### src/rtl/regression_ctrl_if.sv
// regression_ctrl_if: host handshake, sample-memory read port and coefficient-datapath
// strobes of the regression sequencer, bundled into one interface.
//   master : the sequencer (drives busy/done/err, memory reads, all load strobes)
//   slave  : host + datapath side (drives start, n_samples, div_done)
// Parameter ADDR_W: sample-memory address width (max sample count 2^ADDR_W - 1).
interface regression_ctrl_if #(
  parameter int unsigned ADDR_W = 8
);
  // Host handshake
  logic              start;
  logic [ADDR_W-1:0] n_samples;
  logic              busy;
  logic              done;
  logic              err;
  // Sample memory
  logic              mem_rd;
  logic [ADDR_W-1:0] mem_addr;
  // Coefficient datapath
  logic              ld0sum;
  logic              ldsum;
  logic              div_start;
  logic [1:0]        div_sel;
  logic              div_done;
  logic              ldxbar;
  logic              ldybar;
  logic              ldB1;
  logic              ldB0;
  logic              ld_err;

  modport master (
    input  start, n_samples, div_done,
    output busy, done, err, mem_rd, mem_addr, ld0sum, ldsum, div_start, div_sel,
           ldxbar, ldybar, ldB1, ldB0, ld_err
  );

  modport slave (
    output start, n_samples, div_done,
    input  busy, done, err, mem_rd, mem_addr, ld0sum, ldsum, div_start, div_sel,
           ldxbar, ldybar, ldB1, ldB0, ld_err
  );
endinterface

### src/rtl/regression_ctrl.sv
// regression_ctrl: top-level sequencer of the linear-regression coefficient datapath.
// On an accepted start it clears the sum accumulators, streams n samples from the sample
// memory into the sums, runs the shared multi-cycle divider for x-bar, y-bar and B1, and
// finally loads B0. With a zero-wait divider a run of n > 0 samples takes n + 10 cycles.
//
// Ports:
//   clk  : rising-edge clock
//   rst  : synchronous, active-high reset (aborts any run without a done pulse)
//   bus  : regression_ctrl_if.master - start/n_samples/busy/done/err host handshake,
//          mem_rd/mem_addr sample reads, ld0sum/ldsum/div_*/ld* datapath strobes
//
// Build option: define REGRESSION_ERR_PASS_EN to add a second read pass after B0 that
// streams the samples again with ld_err strobes (residual accumulation). Without it the
// pass does not exist and ld_err is tied low.
module regression_ctrl #(
  parameter int unsigned ADDR_W = 8
) (
  input logic                clk,
  input logic                rst,
  regression_ctrl_if.master  bus
);

  localparam logic [3:0] StIdle   = 4'd0;
  localparam logic [3:0] StClr    = 4'd1;
  localparam logic [3:0] StAcc    = 4'd2;
  localparam logic [3:0] StDrain  = 4'd3;
  localparam logic [3:0] StDx     = 4'd4;
  localparam logic [3:0] StWx     = 4'd5;
  localparam logic [3:0] StDy     = 4'd6;
  localparam logic [3:0] StWy     = 4'd7;
  localparam logic [3:0] StDb     = 4'd8;
  localparam logic [3:0] StWb     = 4'd9;
  localparam logic [3:0] StB0     = 4'd10;
  localparam logic [3:0] StDone   = 4'd11;
`ifdef REGRESSION_ERR_PASS_EN
  localparam logic [3:0] StEclr   = 4'd12;
  localparam logic [3:0] StEacc   = 4'd13;
  localparam logic [3:0] StEdrain = 4'd14;
`endif

  logic [3:0]        state_q, state_d;
  logic [ADDR_W-1:0] cnt_q, cnt_d;
  logic [ADDR_W-1:0] n_q, n_d;
  logic              ldsum_q, ldsum_d;
  logic [ADDR_W-1:0] last_addr;

  // Only meaningful in the read states, where n_q is known to be non-zero.
  assign last_addr = n_q - ADDR_W'(1);

  // Next-state, counter and sample-count capture
  always_comb begin
    state_d = state_q;
    cnt_d   = cnt_q;
    n_d     = n_q;
    case (state_q)
      StIdle: begin
        if (bus.start) begin
          n_d     = bus.n_samples;
          state_d = StClr;
        end
      end
      StClr: begin
        cnt_d   = '0;
        state_d = (n_q == '0) ? StDone : StAcc;
      end
      StAcc: begin
        cnt_d = cnt_q + ADDR_W'(1);
        if (cnt_q == last_addr) state_d = StDrain;
      end
      StDrain: state_d = StDx;
      StDx:    state_d = StWx;
      StWx:    if (bus.div_done) state_d = StDy;
      StDy:    state_d = StWy;
      StWy:    if (bus.div_done) state_d = StDb;
      StDb:    state_d = StWb;
      StWb:    if (bus.div_done) state_d = StB0;
`ifdef REGRESSION_ERR_PASS_EN
      StB0:    state_d = StEclr;
      StEclr: begin
        cnt_d   = '0;
        state_d = StEacc;
      end
      StEacc: begin
        cnt_d = cnt_q + ADDR_W'(1);
        if (cnt_q == last_addr) state_d = StEdrain;
      end
      StEdrain: state_d = StDone;
`else
      StB0:    state_d = StDone;
`endif
      StDone:  state_d = StIdle;
      default: state_d = StIdle;
    endcase
  end

  // Sum strobe trails the main-pass read by one cycle, matching memory read latency.
  assign ldsum_d = (state_q == StAcc);

`ifdef REGRESSION_ERR_PASS_EN
  logic ld_err_q, ld_err_d;
  assign ld_err_d = (state_q == StEacc);
`endif

  always_ff @(posedge clk) begin
    if (rst) begin
      state_q  <= StIdle;
      cnt_q    <= '0;
      n_q      <= '0;
      ldsum_q  <= 1'b0;
`ifdef REGRESSION_ERR_PASS_EN
      ld_err_q <= 1'b0;
`endif
    end else begin
      state_q  <= state_d;
      cnt_q    <= cnt_d;
      n_q      <= n_d;
      ldsum_q  <= ldsum_d;
`ifdef REGRESSION_ERR_PASS_EN
      ld_err_q <= ld_err_d;
`endif
    end
  end

  // Output decode: registered state only, plus div_done for the three result loads.
  logic              busy, done, err, mem_rd, ld0sum, div_start;
  logic              ldxbar, ldybar, ldB1, ldB0;
  logic [ADDR_W-1:0] mem_addr;
  logic [1:0]        div_sel;

  always_comb begin
    busy      = (state_q != StIdle);
    done      = 1'b0;
    err       = 1'b0;
    mem_rd    = 1'b0;
    mem_addr  = '0;
    ld0sum    = 1'b0;
    div_start = 1'b0;
    div_sel   = 2'd0;
    ldxbar    = 1'b0;
    ldybar    = 1'b0;
    ldB1      = 1'b0;
    ldB0      = 1'b0;
    case (state_q)
      StClr: ld0sum = 1'b1;
      StAcc: begin
        mem_rd   = 1'b1;
        mem_addr = cnt_q;
      end
      StDx: div_start = 1'b1;
      StWx: ldxbar = bus.div_done;
      StDy: begin
        div_start = 1'b1;
        div_sel   = 2'd1;
      end
      StWy: begin
        div_sel = 2'd1;
        ldybar  = bus.div_done;
      end
      StDb: begin
        div_start = 1'b1;
        div_sel   = 2'd2;
      end
      StWb: begin
        div_sel = 2'd2;
        ldB1    = bus.div_done;
      end
      StB0: ldB0 = 1'b1;
`ifdef REGRESSION_ERR_PASS_EN
      // Datapath clears only the error accumulator in this state.
      StEclr: ld0sum = 1'b1;
      StEacc: begin
        mem_rd   = 1'b1;
        mem_addr = cnt_q;
      end
`endif
      StDone: begin
        done = 1'b1;
        err  = (n_q == '0);
      end
      default: ;
    endcase
  end

  assign bus.busy      = busy;
  assign bus.done      = done;
  assign bus.err       = err;
  assign bus.mem_rd    = mem_rd;
  assign bus.mem_addr  = mem_addr;
  assign bus.ld0sum    = ld0sum;
  assign bus.ldsum     = ldsum_q;
  assign bus.div_start = div_start;
  assign bus.div_sel   = div_sel;
  assign bus.ldxbar    = ldxbar;
  assign bus.ldybar    = ldybar;
  assign bus.ldB1      = ldB1;
  assign bus.ldB0      = ldB0;
`ifdef REGRESSION_ERR_PASS_EN
  assign bus.ld_err    = ld_err_q;
`else
  assign bus.ld_err    = 1'b0;
`endif

endmodule

### src/flat_wrapper.sv
// flat-port wrapper written by rule: the top's interface ports become plain ports
module regression_ctrl_flat 
#(
  parameter int unsigned ADDR_W = 8
)
  (clk, rst, bus_start, bus_n_samples, bus_div_done, bus_busy, bus_done, bus_err, bus_mem_rd, bus_mem_addr, bus_ld0sum, bus_ldsum, bus_div_start, bus_div_sel, bus_ldxbar, bus_ldybar, bus_ldB1, bus_ldB0, bus_ld_err);
  regression_ctrl_if #(.ADDR_W(ADDR_W)) bus_i ();
  input logic clk;
  input logic rst;
  input wire logic [$bits(bus_i.start)-1:0] bus_start;
  input wire logic [$bits(bus_i.n_samples)-1:0] bus_n_samples;
  input wire logic [$bits(bus_i.div_done)-1:0] bus_div_done;
  output wire logic [$bits(bus_i.busy)-1:0] bus_busy;
  output wire logic [$bits(bus_i.done)-1:0] bus_done;
  output wire logic [$bits(bus_i.err)-1:0] bus_err;
  output wire logic [$bits(bus_i.mem_rd)-1:0] bus_mem_rd;
  output wire logic [$bits(bus_i.mem_addr)-1:0] bus_mem_addr;
  output wire logic [$bits(bus_i.ld0sum)-1:0] bus_ld0sum;
  output wire logic [$bits(bus_i.ldsum)-1:0] bus_ldsum;
  output wire logic [$bits(bus_i.div_start)-1:0] bus_div_start;
  output wire logic [$bits(bus_i.div_sel)-1:0] bus_div_sel;
  output wire logic [$bits(bus_i.ldxbar)-1:0] bus_ldxbar;
  output wire logic [$bits(bus_i.ldybar)-1:0] bus_ldybar;
  output wire logic [$bits(bus_i.ldB1)-1:0] bus_ldB1;
  output wire logic [$bits(bus_i.ldB0)-1:0] bus_ldB0;
  output wire logic [$bits(bus_i.ld_err)-1:0] bus_ld_err;
  assign bus_i.start = bus_start;
  assign bus_i.n_samples = bus_n_samples;
  assign bus_i.div_done = bus_div_done;
  assign bus_busy = bus_i.busy;
  assign bus_done = bus_i.done;
  assign bus_err = bus_i.err;
  assign bus_mem_rd = bus_i.mem_rd;
  assign bus_mem_addr = bus_i.mem_addr;
  assign bus_ld0sum = bus_i.ld0sum;
  assign bus_ldsum = bus_i.ldsum;
  assign bus_div_start = bus_i.div_start;
  assign bus_div_sel = bus_i.div_sel;
  assign bus_ldxbar = bus_i.ldxbar;
  assign bus_ldybar = bus_i.ldybar;
  assign bus_ldB1 = bus_i.ldB1;
  assign bus_ldB0 = bus_i.ldB0;
  assign bus_ld_err = bus_i.ld_err;
  regression_ctrl #(.ADDR_W(ADDR_W)) u_core (.clk(clk), .rst(rst), .bus(bus_i));
endmodule
### config.mk
export PLATFORM = sky130hd
export DESIGN_NAME = regression_ctrl_flat
export DESIGN_NICKNAME = d
export VERILOG_FILES = /design/src/rtl/regression_ctrl_if.sv /design/src/rtl/regression_ctrl.sv /design/src/flat_wrapper.sv
export SDC_FILE = /design/constraint.sdc
export NUM_CORES = 1
export LEC_CHECK = 0
export ABC_AREA = 1
export BUFFER_PORTS_ARGS = -buffer_cell sky130_fd_sc_hd__clkbuf_2
export CAP_MARGIN = 40
export CORE_MARGIN = 1
export CORE_UTILIZATION = 53
export DETAILED_ROUTE_END_ITERATION = 7
export HOLD_SLACK_MARGIN = 0.02
export PLACE_DENSITY = 0.86
export SLEW_MARGIN = 20
export SYNTH_ARGS = -nofsm -noshare
export SYNTH_HDL_FRONTEND = slang
export SYNTH_SLANG_ARGS = --single-unit
### constraint.sdc
create_clock -name clk -period 1.6 [get_ports clk]
set_input_delay 0.16 -clock clk [delete_from_list [all_inputs] [get_ports clk]]
set_output_delay 0.16 -clock clk [all_outputs]
set_load 0.005 [all_outputs]
==> results.yml <==
power:
  switching_share: 0.4889
  p_leak_nw: 0.8010
  p_clk_frac: 0.094
  seqPwrFrac: 0.290
  power_density_nw_per_um2: 1602
  p_switching_mw: 1.372
  comb_power_share: 0.616
  peakVddDrop_uv: 1039
  p_int_mw: 1.435
sta:
  skew_ns: 0.009092
  hold_viol_final: 0
  rsz0062_at_grt: "true"
  min_period_over_period: 1.028
  fin_crit_ns: 1.645
  setup_viol: 3
  fin_ws_ns: -0.04454
  fin_setup_tns_ns: -0.05723
  clock.fmax_mhz: 608.1
  maxSlewViolCount: 0
clocking:
  cts_buffers: 3
  cts_tree: "yes"
  clock-sinks: 21
  path_clk_slew_ns: 0.12
  insertion_delay_ns: 0.31
  cts_hold_buf: 0
  htree_levels: 1
  cts_max_path_buffers: 2
  root_buffer: "clkbuf_4"
synthesis:
  async_flop_share: 0
  synth_ff_type: "dfxtp_1"
  synthTopCellsByArea: "dfxtp_1 (29%), nand2_1 (13%), nor2_1 (7.6%)"
  synth_cells: 223
  synth-edff-count: 0
  ys_ff_latch: 21
  synth_area_um2: 1436
  synth_warnings: 0
  synth_top_area_frac: 0.2927
  yosysMostFrequentCell: "nand2_1"
  ys_top_cells_by_count: "nand2_1 (50), nor2_1 (29), inv_1 (27)"
  synth_seq_area_share: 0.2927
  ys_types: 32
  syn_area_per_cell_um2: 6.441
  yosys.area.top_type: "dfxtp_1"
  synth_nets: 238
outcome:
  violations: "setup timing"
  status: "complete, but fails checks"
layout:
  multiInputGateArea_um2: 907.1
  final_core_util: 0.6944
  n_fill_cell: 230
  area_delta_synth_final_pct: 21.95
  drive_above_1_share: 0.3053
  final-seq-area_um2: 432.9
  nNetsFinal: 278
  diodes: 0
floorplanning:
  dieArea_um2: 2922
  die_x_um: 54.06
  start_util: 0.5694
  die_h_um: 54.06
  core-area_um2: 2522
  io_pins: 34
  std_cell_rows: 18
drt:
  drtAntennaViolNets: 0
  vias_per_cell: 5.226
  first_pass_iters: 4
  drtIter0Drc: 47
  num_vias: 1526
  post_drt_wl_per_cell_um: 11.74
  routed_wl_mm: 3.428
  drc_errors: 0
grt:
  grt_start_max_net_pins: 14
  grt_pass1_vias: 1234
  grt_overflow: 0
  grt.total_usage: 0.2455
  grt_first_pass_wirelength_mm: 5.154
  antenna_found_initial: 0
setup_path:
  crit_chain: "inv_4 > ha_2 > inv_2 > nor4_4 > and2_1 > clkbuf_2"
  crit_path_end_kind: "primary output"
  worstSetupPathType: "reg2out"
  cp_max_fo: 5
  cp-start-kind: "register"
  required_ns: 1.44
  critPathMaxStageDelay_ns: 0.36
  cp_slowest_cell: "dfxtp_2"
  arrival_ns: 1.48
place:
  place_ws_ns: 0.01127
  io_buffer_count: 32
  hpwl_mm: 2.529
  place.gp.congestion: 0.8953
flow_run:
  cap_violations: 0
min_path:
  min_path_type: "in2reg"
state kept, by name (all words and copies together), names as in the netlist:
| register | flops |
|---|---|
| u_core.cnt_q | 8 |
| u_core.state_q | 4 |
| u_core.n_q | 8 |
| u_core.bus.ldsum | 1 |
cell type report:
class,instances,area share
tap,30,0.02143
multi-input combinational,165,0.5179
sequential,21,0.2471
timing repair buffer,40,0.1257
inverter,32,0.07286
clock buffer,4,0.01500
timing repair:
| item | CTS | global route |
|---|---|---|
| endpoints found under the setup margin | 13 | 17 |
| gates resized for setup | 8 | 15 |
| endpoints found under the hold margin | 0 | 0 |
| buffers inserted | 1 | 4 |
| pin swaps | 4 | 3 |
worst paths after layout:
kind / from / endpoint / slack [ns] / cells past startpoint
worst max register to register: u_core.n_q[0]$_SDFFE_PP0P_ / u_core.state_q[3]$_SDFFE_PP0P_ / -0.01 / 11
worst min-delay path: bus_n_samples[5] / u_core.n_q[5]$_SDFFE_PP0P_ / 0.09 / 3
worst max-delay path: u_core.n_q[0]$_SDFFE_PP0P_ / bus_err / -0.04 / 6
worst min register to register: u_core.n_q[1]$_SDFFE_PP0P_ / u_core.n_q[1]$_SDFFE_PP0P_ / 0.50 / 2
per-stage QoR:
| step | hold WS [ns] | area (µm²) | power, mW | std cells |
|---|---|---|---|---|
| floorplan | 0.2385 | 1436 | 1.948 | 223 |
| global placement | 0.4015 | 1622 | 2.250 | 283 |
| detailed placement | 0.4143 | 1622 | 2.277 | 283 |
| CTS | 0.08820 | 1677 | 2.602 | 288 |
| global route | 0.07841 | 1752 | 3.082 | 292 |
| finish | 0.08636 | 1752 | 2.807 | 292 |
layout by cell type (no fill, tap or decap), types with 4 or more instances in the layout:
| cell type | Yosys | routed |
|---|---|---|
| a21oi_1 | 16 | 15 |
| buf_4 | 2 | 8 |
| clkbuf_2 | 0 | 32 |
| dfxtp_1 | 21 | 13 |
| dfxtp_2 | 0 | 7 |
| inv_1 | 27 | 24 |
| inv_2 | 4 | 5 |
| nand2_1 | 50 | 49 |
| nand2_2 | 3 | 4 |
| nand3_1 | 20 | 18 |
| nor2_1 | 29 | 28 |
| nor2_4 | 6 | 6 |
| o21ai_0 | 11 | 11 |
power groups by stage:
stage	clock, mW	sequential, mW	combinational (mW)
CTS	0.264	0.797	1.54
floorplan	0	0.760	1.19
detailed placement	0	0.792	1.48
global placement	0	0.790	1.46
finish	0.265	0.814	1.73
global route	0.292	0.833	1.96
critical path: cells and delay by family (launching register included):
kind	cells	cell delay (ns)
fa+ha+maj	1	0.18
buf+inv	3	0.22
flops	1	0.36
simple gates	2	0.42
logic make-up after synthesis:
kind of cell               synth area share
buffers and inverters                0.1097
DFF                                  0.2927
adders and majority gates           0.02614
and+or+nand+nor                      0.3693
AOI/OAI and AO/OA                    0.1629
xor gates and xnor gates            0.03659
other                              0.002611
metal layers:
layer / vias up / share of wire / GRT usage
met4: 0 / 0.025 / 0.1154
met5: - / 0 / 0
met1: 682 / 0.45 / 0.2917
met3: 9 / 0.033 / 0.03390
met2: 39 / 0.49 / 0.4300
li1: 796 / - / -
Power figures use the tool's default switching activity.
